### src/rtl/game_pkg.sv
// Shared types, screen geometry and box-overlap helper for the per-frame game
// logic stage and its sub-blocks.
package game_pkg;

  localparam int SCREEN_W    = 640;
  localparam int SCREEN_H    = 480;
  localparam int PLAYER_HALF = 25;
  localparam int TARGET_HALF = 30;
  localparam int DEADZONE    = 4;
  localparam int VEL_SHIFT   = 3;
  localparam int MAX_TRIES   = 15;
  localparam logic [15:0] LFSR_SEED = 16'hACE1;

  typedef logic [9:0]         coord_t;
  typedef logic signed [11:0] tilt_t;

  typedef enum logic [2:0] {
    ST_IDLE, ST_MOVE, ST_CLAMP, ST_CHECK, ST_RELOCATE
  } state_e;

  localparam coord_t PX_MIN   = coord_t'(PLAYER_HALF);
  localparam coord_t PX_MAX   = coord_t'(SCREEN_W - 1 - PLAYER_HALF);
  localparam coord_t PY_MIN   = coord_t'(PLAYER_HALF);
  localparam coord_t PY_MAX   = coord_t'(SCREEN_H - 1 - PLAYER_HALF);
  localparam coord_t TX_MIN   = coord_t'(TARGET_HALF);
  localparam coord_t TX_MAX   = coord_t'(SCREEN_W - 1 - TARGET_HALF);
  localparam coord_t TY_MIN   = coord_t'(TARGET_HALF);
  localparam coord_t TY_MAX   = coord_t'(SCREEN_H - 1 - TARGET_HALF);
  localparam coord_t X_LAST   = coord_t'(SCREEN_W - 1);
  localparam coord_t Y_LAST   = coord_t'(SCREEN_H - 1);
  localparam coord_t HIT_DIST = coord_t'(PLAYER_HALF + TARGET_HALF);
  localparam tilt_t  DZ       = tilt_t'(DEADZONE);
  localparam logic [3:0] LAST_TRY = 4'(MAX_TRIES - 1);

  // Boxes overlap when centres are strictly closer than the summed half-sizes.
  function automatic logic boxes_overlap(coord_t ax, coord_t ay, coord_t bx, coord_t by);
    coord_t dx, dy;
    dx = (ax > bx) ? ax - bx : bx - ax;
    dy = (ay > by) ? ay - by : by - ay;
    return (dx < HIT_DIST) && (dy < HIT_DIST);
  endfunction

  function automatic coord_t clamp_coord(logic signed [11:0] v, coord_t lo, coord_t hi);
    if (v < $signed({2'b00, lo}))      return lo;
    else if (v > $signed({2'b00, hi})) return hi;
    else                               return coord_t'(v[9:0]);
  endfunction

  function automatic logic signed [11:0] tilt_to_vel(tilt_t t);
    if (t >= -DZ && t <= DZ) return 12'sd0;
    else                     return t >>> VEL_SHIFT;
  endfunction

endpackage

### src/rtl/lfsr16.sv
// Free-running 16-bit Fibonacci LFSR (taps 16,14,13,11), stepping every clock.
module lfsr16 #(
  parameter logic [15:0] SEED = 16'hACE1
) (
  input  logic        clk_25mHz,
  input  logic        reset,
  output logic [15:0] state
);

  logic [15:0] state_q, state_d;

  always_comb begin
    state_d = {state_q[14:0], state_q[15] ^ state_q[13] ^ state_q[12] ^ state_q[10]};
  end

  // NOTE: state flops use non-blocking assignment so every flop samples pre-edge values.
  always_ff @(posedge clk_25mHz or posedge reset) begin
    if (reset) state_q <= SEED;
    else       state_q <= state_d;
  end

  assign state = state_q;

endmodule

### src/rtl/game_state_updater.sv
// Per-frame game logic: integrates tilt into player position, detects hits on the
// target, keeps score and relocates the target with LFSR rejection sampling.
module game_state_updater
  import game_pkg::*;
#(
  parameter logic [15:0] LFSR_SEED = game_pkg::LFSR_SEED
) (
  input  logic        clk_25mHz,
  input  logic        reset,
  input  logic        frame_tick,
  input  logic [11:0] tilt_x,
  input  logic [11:0] tilt_y,
  output logic [31:0] player_x,
  output logic [31:0] player_y,
  output logic [31:0] target_x,
  output logic [31:0] target_y,
  output logic [15:0] score,
  output logic        hit,
  output logic        busy,
  output logic        frame_overrun
);

  state_e             state_q, state_d;
  tilt_t              tilt_x_q, tilt_x_d, tilt_y_q, tilt_y_d;
  logic signed [11:0] sum_x_q, sum_x_d, sum_y_q, sum_y_d;
  coord_t             player_x_q, player_x_d, player_y_q, player_y_d;
  coord_t             target_x_q, target_x_d, target_y_q, target_y_d;
  logic [15:0]        score_q, score_d;
  logic [3:0]         tries_q, tries_d;
  logic               hit_q, hit_d, overrun_q, overrun_d;
  logic [15:0]        lfsr_q;
  coord_t             cand_x, cand_y;
  logic               cand_ok;

  lfsr16 #(.SEED(LFSR_SEED)) u_lfsr (
    .clk_25mHz (clk_25mHz),
    .reset     (reset),
    .state     (lfsr_q)
  );

  assign cand_x  = lfsr_q[9:0];
  assign cand_y  = coord_t'({2'b00, lfsr_q[15:8]}) + coord_t'({9'd0, lfsr_q[0]});
  assign cand_ok = (cand_x >= TX_MIN) && (cand_x <= TX_MAX) &&
                   (cand_y >= TY_MIN) && (cand_y <= TY_MAX) &&
                   !boxes_overlap(cand_x, cand_y, player_x_q, player_y_q);

  always_comb begin
    // NOTE: every comb output gets a default first, so no path can infer a latch.
    state_d    = state_q;
    tilt_x_d   = tilt_x_q;
    tilt_y_d   = tilt_y_q;
    sum_x_d    = sum_x_q;
    sum_y_d    = sum_y_q;
    player_x_d = player_x_q;
    player_y_d = player_y_q;
    target_x_d = target_x_q;
    target_y_d = target_y_q;
    score_d    = score_q;
    tries_d    = tries_q;
    hit_d      = 1'b0;
    overrun_d  = frame_tick && (state_q != ST_IDLE);

    case (state_q)
      ST_IDLE: begin
        if (frame_tick) begin
          tilt_x_d = tilt_x;
          tilt_y_d = tilt_y;
          state_d  = ST_MOVE;
        end
      end
      ST_MOVE: begin
        sum_x_d = $signed({2'b00, player_x_q}) + tilt_to_vel(tilt_x_q);
        sum_y_d = $signed({2'b00, player_y_q}) + tilt_to_vel(tilt_y_q);
        state_d = ST_CLAMP;
      end
      ST_CLAMP: begin
        player_x_d = clamp_coord(sum_x_q, PX_MIN, PX_MAX);
        player_y_d = clamp_coord(sum_y_q, PY_MIN, PY_MAX);
        state_d    = ST_CHECK;
      end
      ST_CHECK: begin
        if (boxes_overlap(player_x_q, player_y_q, target_x_q, target_y_q)) begin
          hit_d   = 1'b1;
          score_d = (score_q == 16'hFFFF) ? score_q : score_q + 16'd1;
          tries_d = 4'd0;
          state_d = ST_RELOCATE;
        end else begin
          state_d = ST_IDLE;
        end
      end
      ST_RELOCATE: begin
        if (cand_ok) begin
          target_x_d = cand_x;
          target_y_d = cand_y;
          state_d    = ST_IDLE;
        end else if (tries_q == LAST_TRY) begin
          // Out of attempts: mirror the player across the screen centre.
          target_x_d = clamp_coord($signed({2'b00, X_LAST - player_x_q}), TX_MIN, TX_MAX);
          target_y_d = clamp_coord($signed({2'b00, Y_LAST - player_y_q}), TY_MIN, TY_MAX);
          state_d    = ST_IDLE;
        end else begin
          tries_d = tries_q + 4'd1;
        end
      end
      default: state_d = ST_IDLE;
    endcase
  end

  always_ff @(posedge clk_25mHz or posedge reset) begin
    if (reset) begin
      state_q    <= ST_IDLE;
      tilt_x_q   <= '0;
      tilt_y_q   <= '0;
      sum_x_q    <= '0;
      sum_y_q    <= '0;
      player_x_q <= coord_t'(SCREEN_W / 2);
      player_y_q <= coord_t'(SCREEN_H / 2);
      target_x_q <= coord_t'(SCREEN_W / 4);
      target_y_q <= coord_t'(SCREEN_H / 4);
      score_q    <= '0;
      tries_q    <= '0;
      hit_q      <= 1'b0;
      overrun_q  <= 1'b0;
    end else begin
      state_q    <= state_d;
      tilt_x_q   <= tilt_x_d;
      tilt_y_q   <= tilt_y_d;
      sum_x_q    <= sum_x_d;
      sum_y_q    <= sum_y_d;
      player_x_q <= player_x_d;
      player_y_q <= player_y_d;
      target_x_q <= target_x_d;
      target_y_q <= target_y_d;
      score_q    <= score_d;
      tries_q    <= tries_d;
      hit_q      <= hit_d;
      overrun_q  <= overrun_d;
    end
  end

  assign player_x      = {22'd0, player_x_q};
  assign player_y      = {22'd0, player_y_q};
  assign target_x      = {22'd0, target_x_q};
  assign target_y      = {22'd0, target_y_q};
  assign score         = score_q;
  assign hit           = hit_q;
  assign busy          = (state_q != ST_IDLE);
  assign frame_overrun = overrun_q;

endmodule

### config.mk
export PLATFORM = sky130hd
export DESIGN_NAME = game_state_updater
export DESIGN_NICKNAME = d
export VERILOG_FILES = /design/src/rtl/game_pkg.sv /design/src/rtl/lfsr16.sv /design/src/rtl/game_state_updater.sv
export SDC_FILE = /design/constraint.sdc
export NUM_CORES = 1
export LEC_CHECK = 0
export ABC_AREA = 1
export BUFFER_PORTS_ARGS = -buffer_cell sky130_fd_sc_hd__buf_2
export CELL_PAD_IN_SITES_DETAIL_PLACEMENT = 1
export CELL_PAD_IN_SITES_GLOBAL_PLACEMENT = 1
export CORE_MARGIN = 2
export CORE_UTILIZATION = 38
export DETAILED_ROUTE_END_ITERATION = 6
export GPL_ROUTABILITY_DRIVEN = 0
export PLACE_DENSITY = 0.79
export SETUP_SLACK_MARGIN = 0.2
export SYNTH_ARGS = -nofsm -noshare
export SYNTH_HDL_FRONTEND = slang
export SYNTH_HIERARCHICAL = 1
export SYNTH_SLANG_ARGS = --single-unit
### constraint.sdc
create_clock -name clk_25mHz -period 3.7 [get_ports clk_25mHz]
set_input_delay 0.74 -clock clk_25mHz [delete_from_list [all_inputs] [get_ports clk_25mHz]]
set_output_delay 0.74 -clock clk_25mHz [all_outputs]
set_load 0.02 [all_outputs]
==> impl_metrics.json <==
{
  "status": "finished, final reports clean",
  "drc": 0,
  "synth_cell_types": 51,
  "vias": 12230,
  "seq_area_frac_synth_pct": 26.59,
  "grt_pass1_wl_um": 64790,
  "r2r_slack_ps": 60,
  "power_leakage_nw": 7.542,
  "grt_start_max_net_pins": 74,
  "maxCapViolations": 0,
  "cpPeakStageDelay_ps": 590,
  "critPathSlowestCell": "dfstp_2",
  "clock-root-buffer": "clkbuf_16",
  "worstReg2RegEnd": "target_y_q[8]$_DFFE_PP0P_",
  "yosys.area.top_type": "dfrtp_1",
  "fin_cells": 2307,
  "clk_pin_slew_worst_paths_ps": 70,
  "critPathCaptureType": "flop",
  "maxSlewHeadroom_pct": 32.07,
  "grt_pass1_vias": 12690,
  "final_layout_size_suffix_gt1_share_pct": 19.06,
  "final_hold_viol_count": 0,
  "ys_top_cells_by_area": "dfrtp_1 (22%), nand2_1 (14%), ha_1 (10%), inv_1 (7.6%), buf_4 (6.9%)",
  "r2r.worst_path.cells": 24,
  "crit_path_frequent_cell": "nand2_1",
  "cts_tree": "built",
  "cts_sinks": 129,
  "rsz0062_at_grt": "yes",
  "placedCellCount": 2251,
  "drtAntennaViolNets": 0,
  "synth_top_area_share_pct": 22.30,
  "dieWidth_um": 183.4,
  "synth-edff-count": 0,
  "cp.arrival_ps": 3980,
  "path_class": "reg2reg",
  "cp-endpoint": "target_y_q[8]$_DFFE_PP0P_",
  "nets": 2029,
  "clock_skew_ps": 19.00,
  "hold_path.class": "in2async",
  "die-area_um2": 33640,
  "reg2reg_from": "u_lfsr/state[0]$_DFF_PP1_",
  "post_drt_wl_per_cell_um": 18.23,
  "track_usage_pct": 24.16,
  "clkLatencyLatePin_ps": 450,
  "grt_overflow": 0,
  "power_density_nw_per_um2": 816.5,
  "io_buffers": 85,
  "start_util_pct": 38.67,
  "cts_max_level": 4,
  "fin_util_pct": 45.00,
  "synth_ff_type": "dfrtp_1",
  "core-area_um2": 31640,
  "finalSetupViolations": 0,
  "io_pins": 174,
  "tightest_slew_ps": 1019,
  "ctsLongestPathBuffers": 2,
  "yosys_warnings": 6,
  "cts_buffers": 17,
  "drt_pass1_iterations": 5,
  "start_kind": "flop",
  "vdd.ir_drop.worst_mv": 0.3991,
  "cp_max_fo": 6,
  "syn_inst": 1770,
  "avgViaCountPerCell": 5.299,
  "maxClockFrequency_ghz": 0.2745,
  "avgSynthCellArea_um2": 6.911,
  "dp_hpwl_um": 30860,
  "hold_slack_ps": 412.8,
  "synth_async_sr_flop_share_pct": 100.0,
  "antennaDiodeCount": 0,
  "crit_chain": "ha_4 -> nand2_4 -> nor2_4 -> nand3_1 -> nand2_4 -> ha_4 -> nand2_1 -> nand2_1 -> a21boi_2 -> nand3_4 -> nand2_8 -> buf_4 -> nand2_1 -> nand3_1 -> nand2_1 -> nor2_2 -> nand2_1 -> nor2_2 -> nand2_2 -> nand3_4 -> nand2_8 -> buf_8 -> nand2_1 -> nand2_1",
  "worstSetupPathDepth": 24,
  "period_share_pct": 98.46,
  "syn2layout_area_growth_pct": 16.36,
  "critPathLaunch": "u_lfsr/state[0]$_DFF_PP1_",
  "min_period_ps": 3643,
  "synth_seq_cells": 129,
  "wirelength_um": 42060,
  "required_ps": 4040,
  "slew_viol_final": 0,
  "critPathTopFamily": "simple AND/OR/NAND/NOR gates",
  "antenna_found_initial": 0,
  "netlist_area_um2": 12230,
  "drt-initial-drc-count": 592,
  "rows": 65,
  "fillCellCount": 4066,
  "die_y_um": 183.4,
  "crit_buf_inv": 2
}
[flip-flops by register name, summed over array words and instances, names as in the netlist]
| register | flops |
|---|---|
| hit | 1 |
| state_q | 3 |
| sum_y_q | 12 |
| player_y_q | 10 |
| sum_x_q | 12 |
| tilt_y_q | 12 |
| tilt_x_q | 12 |
| target_x_q | 10 |
| u_lfsr/state | 16 |
| frame_overrun | 1 |
| tries_q | 4 |
| score | 16 |
| player_x_q | 10 |
| target_y_q | 10 |
[Yosys cell counts (all sizes together), types with 6 or more instances]
master  count
a21oi      99
nor2      137
nand2     451
buf       131
fa          9
a21boi      8
or2        11
dfrtp     109
o21bai     10
nand3b      6
nand3     148
o21ai      90
a31oi      10
nor3       21
o211ai      6
mux2        8
xor2       41
clkbuf     15
inv       254
ha        101
nor4       11
dfstp      20
nand4      36
xnor2      15
[worst min-delay path by stage]
stage | from | endpoint | cells after the start
4_1_cts | reset | u_lfsr/state[3]$_DFF_PP0_ | 2
2_1_floorplan | u_lfsr/state[5]$_DFF_PP1_ | u_lfsr/state[6]$_DFF_PP1_ | 0
6_report | reset | u_lfsr/state[4]$_DFF_PP0_ | 2
5_1_grt | u_lfsr/state[5]$_DFF_PP1_ | u_lfsr/state[6]$_DFF_PP1_ | 0
3_3_place_gp | u_lfsr/state[5]$_DFF_PP1_ | u_lfsr/state[6]$_DFF_PP1_ | 0
3_5_place_dp | u_lfsr/state[5]$_DFF_PP1_ | u_lfsr/state[6]$_DFF_PP1_ | 0
[per-layer routing]
layer,vias to the layer above,share of wire (%),track usage (%)
met4,0,3.8,9.664
met2,361,50,43.70
li1,5742,-,-
met5,-,0,0
met1,6002,41,28.79
met3,120,4.3,3.328
[logic make-up (layout without fill, tap and decap cells)]
logic type	after synthesis	in the layout	share of synthesized area, %
adders and majority gates	110	110	11.80
xor gates and xnor gates	56	56	4.009
DFF	129	129	26.59
muxes	8	8	0.7365
other	1	88	0.03065
buffers and inverters	400	447	16.29
AOI/OAI and AO/OA	244	244	11.08
and+or+nand+nor	822	823	29.46
[stage by stage]
stage | power (W) | cell area, um^2 | TNS [ps] | setup WS, ps
3_5_place_dp | 0.009312 | 12870 | -2948 | -152.1
3_3_place_gp | 0.009019 | 12870 | -4.362 | -1.440
4_1_cts | 0.01133 | 13910 | 0 | 201.5
2_1_floorplan | 0.007270 | 12570 | 0 | 241.0
5_1_grt | 0.01266 | 14230 | -762.3 | -57.50
6_report | 0.01162 | 14230 | 0 | 56.90
[final cells by class]
cell class	instances	area, um^2	share of cell area [%]
Clock inverter	10	122.6	0.8614
Sequential cell	129	3256	22.87
Clock buffer	22	484.2	3.402
Tap cell	402	503.0	3.533
Timing Repair inverter	1	3.754	0.02637
Inverter	254	972.2	6.830
Timing Repair Buffer	160	1065	7.480
Multi-Input combinational cell	1329	7829	55.00
[power by group]
group	total, W	internal, W	switching, W
clock network	0.00178	0.00107	0.000712
logic	0.00772	0.00264	0.00508
registers	0.00212	0.00182	0.000295
total	0.0116	0.00553	0.00609
[timing repair]
action	4_1_cts	5_1_grt
resized for setup	62	71
hold buffers	0	0
setup endpoints to repair	27	46
cloned	4	1
buffers inserted	10	9
pin swaps	19	31
[cell usage in the layout, fill, tap and decap left out, drive strengths merged, types with 5 or more instances in the layout]
master,instances
xnor2,15
nand2,452
conb,88
nand4,36
a21boi,8
nor3,21
nor2,137
or2,11
a31oi,10
o21bai,10
dfstp,20
dfrtp,109
buf,159
nand3,148
xor2,41
inv,257
ha,101
o21ai,90
nor4,11
mux2,8
fa,9
o21a,5
nand3b,6
clkbuf,23
o211ai,6
a21oi,99
(Power assumes the default switching activity.)
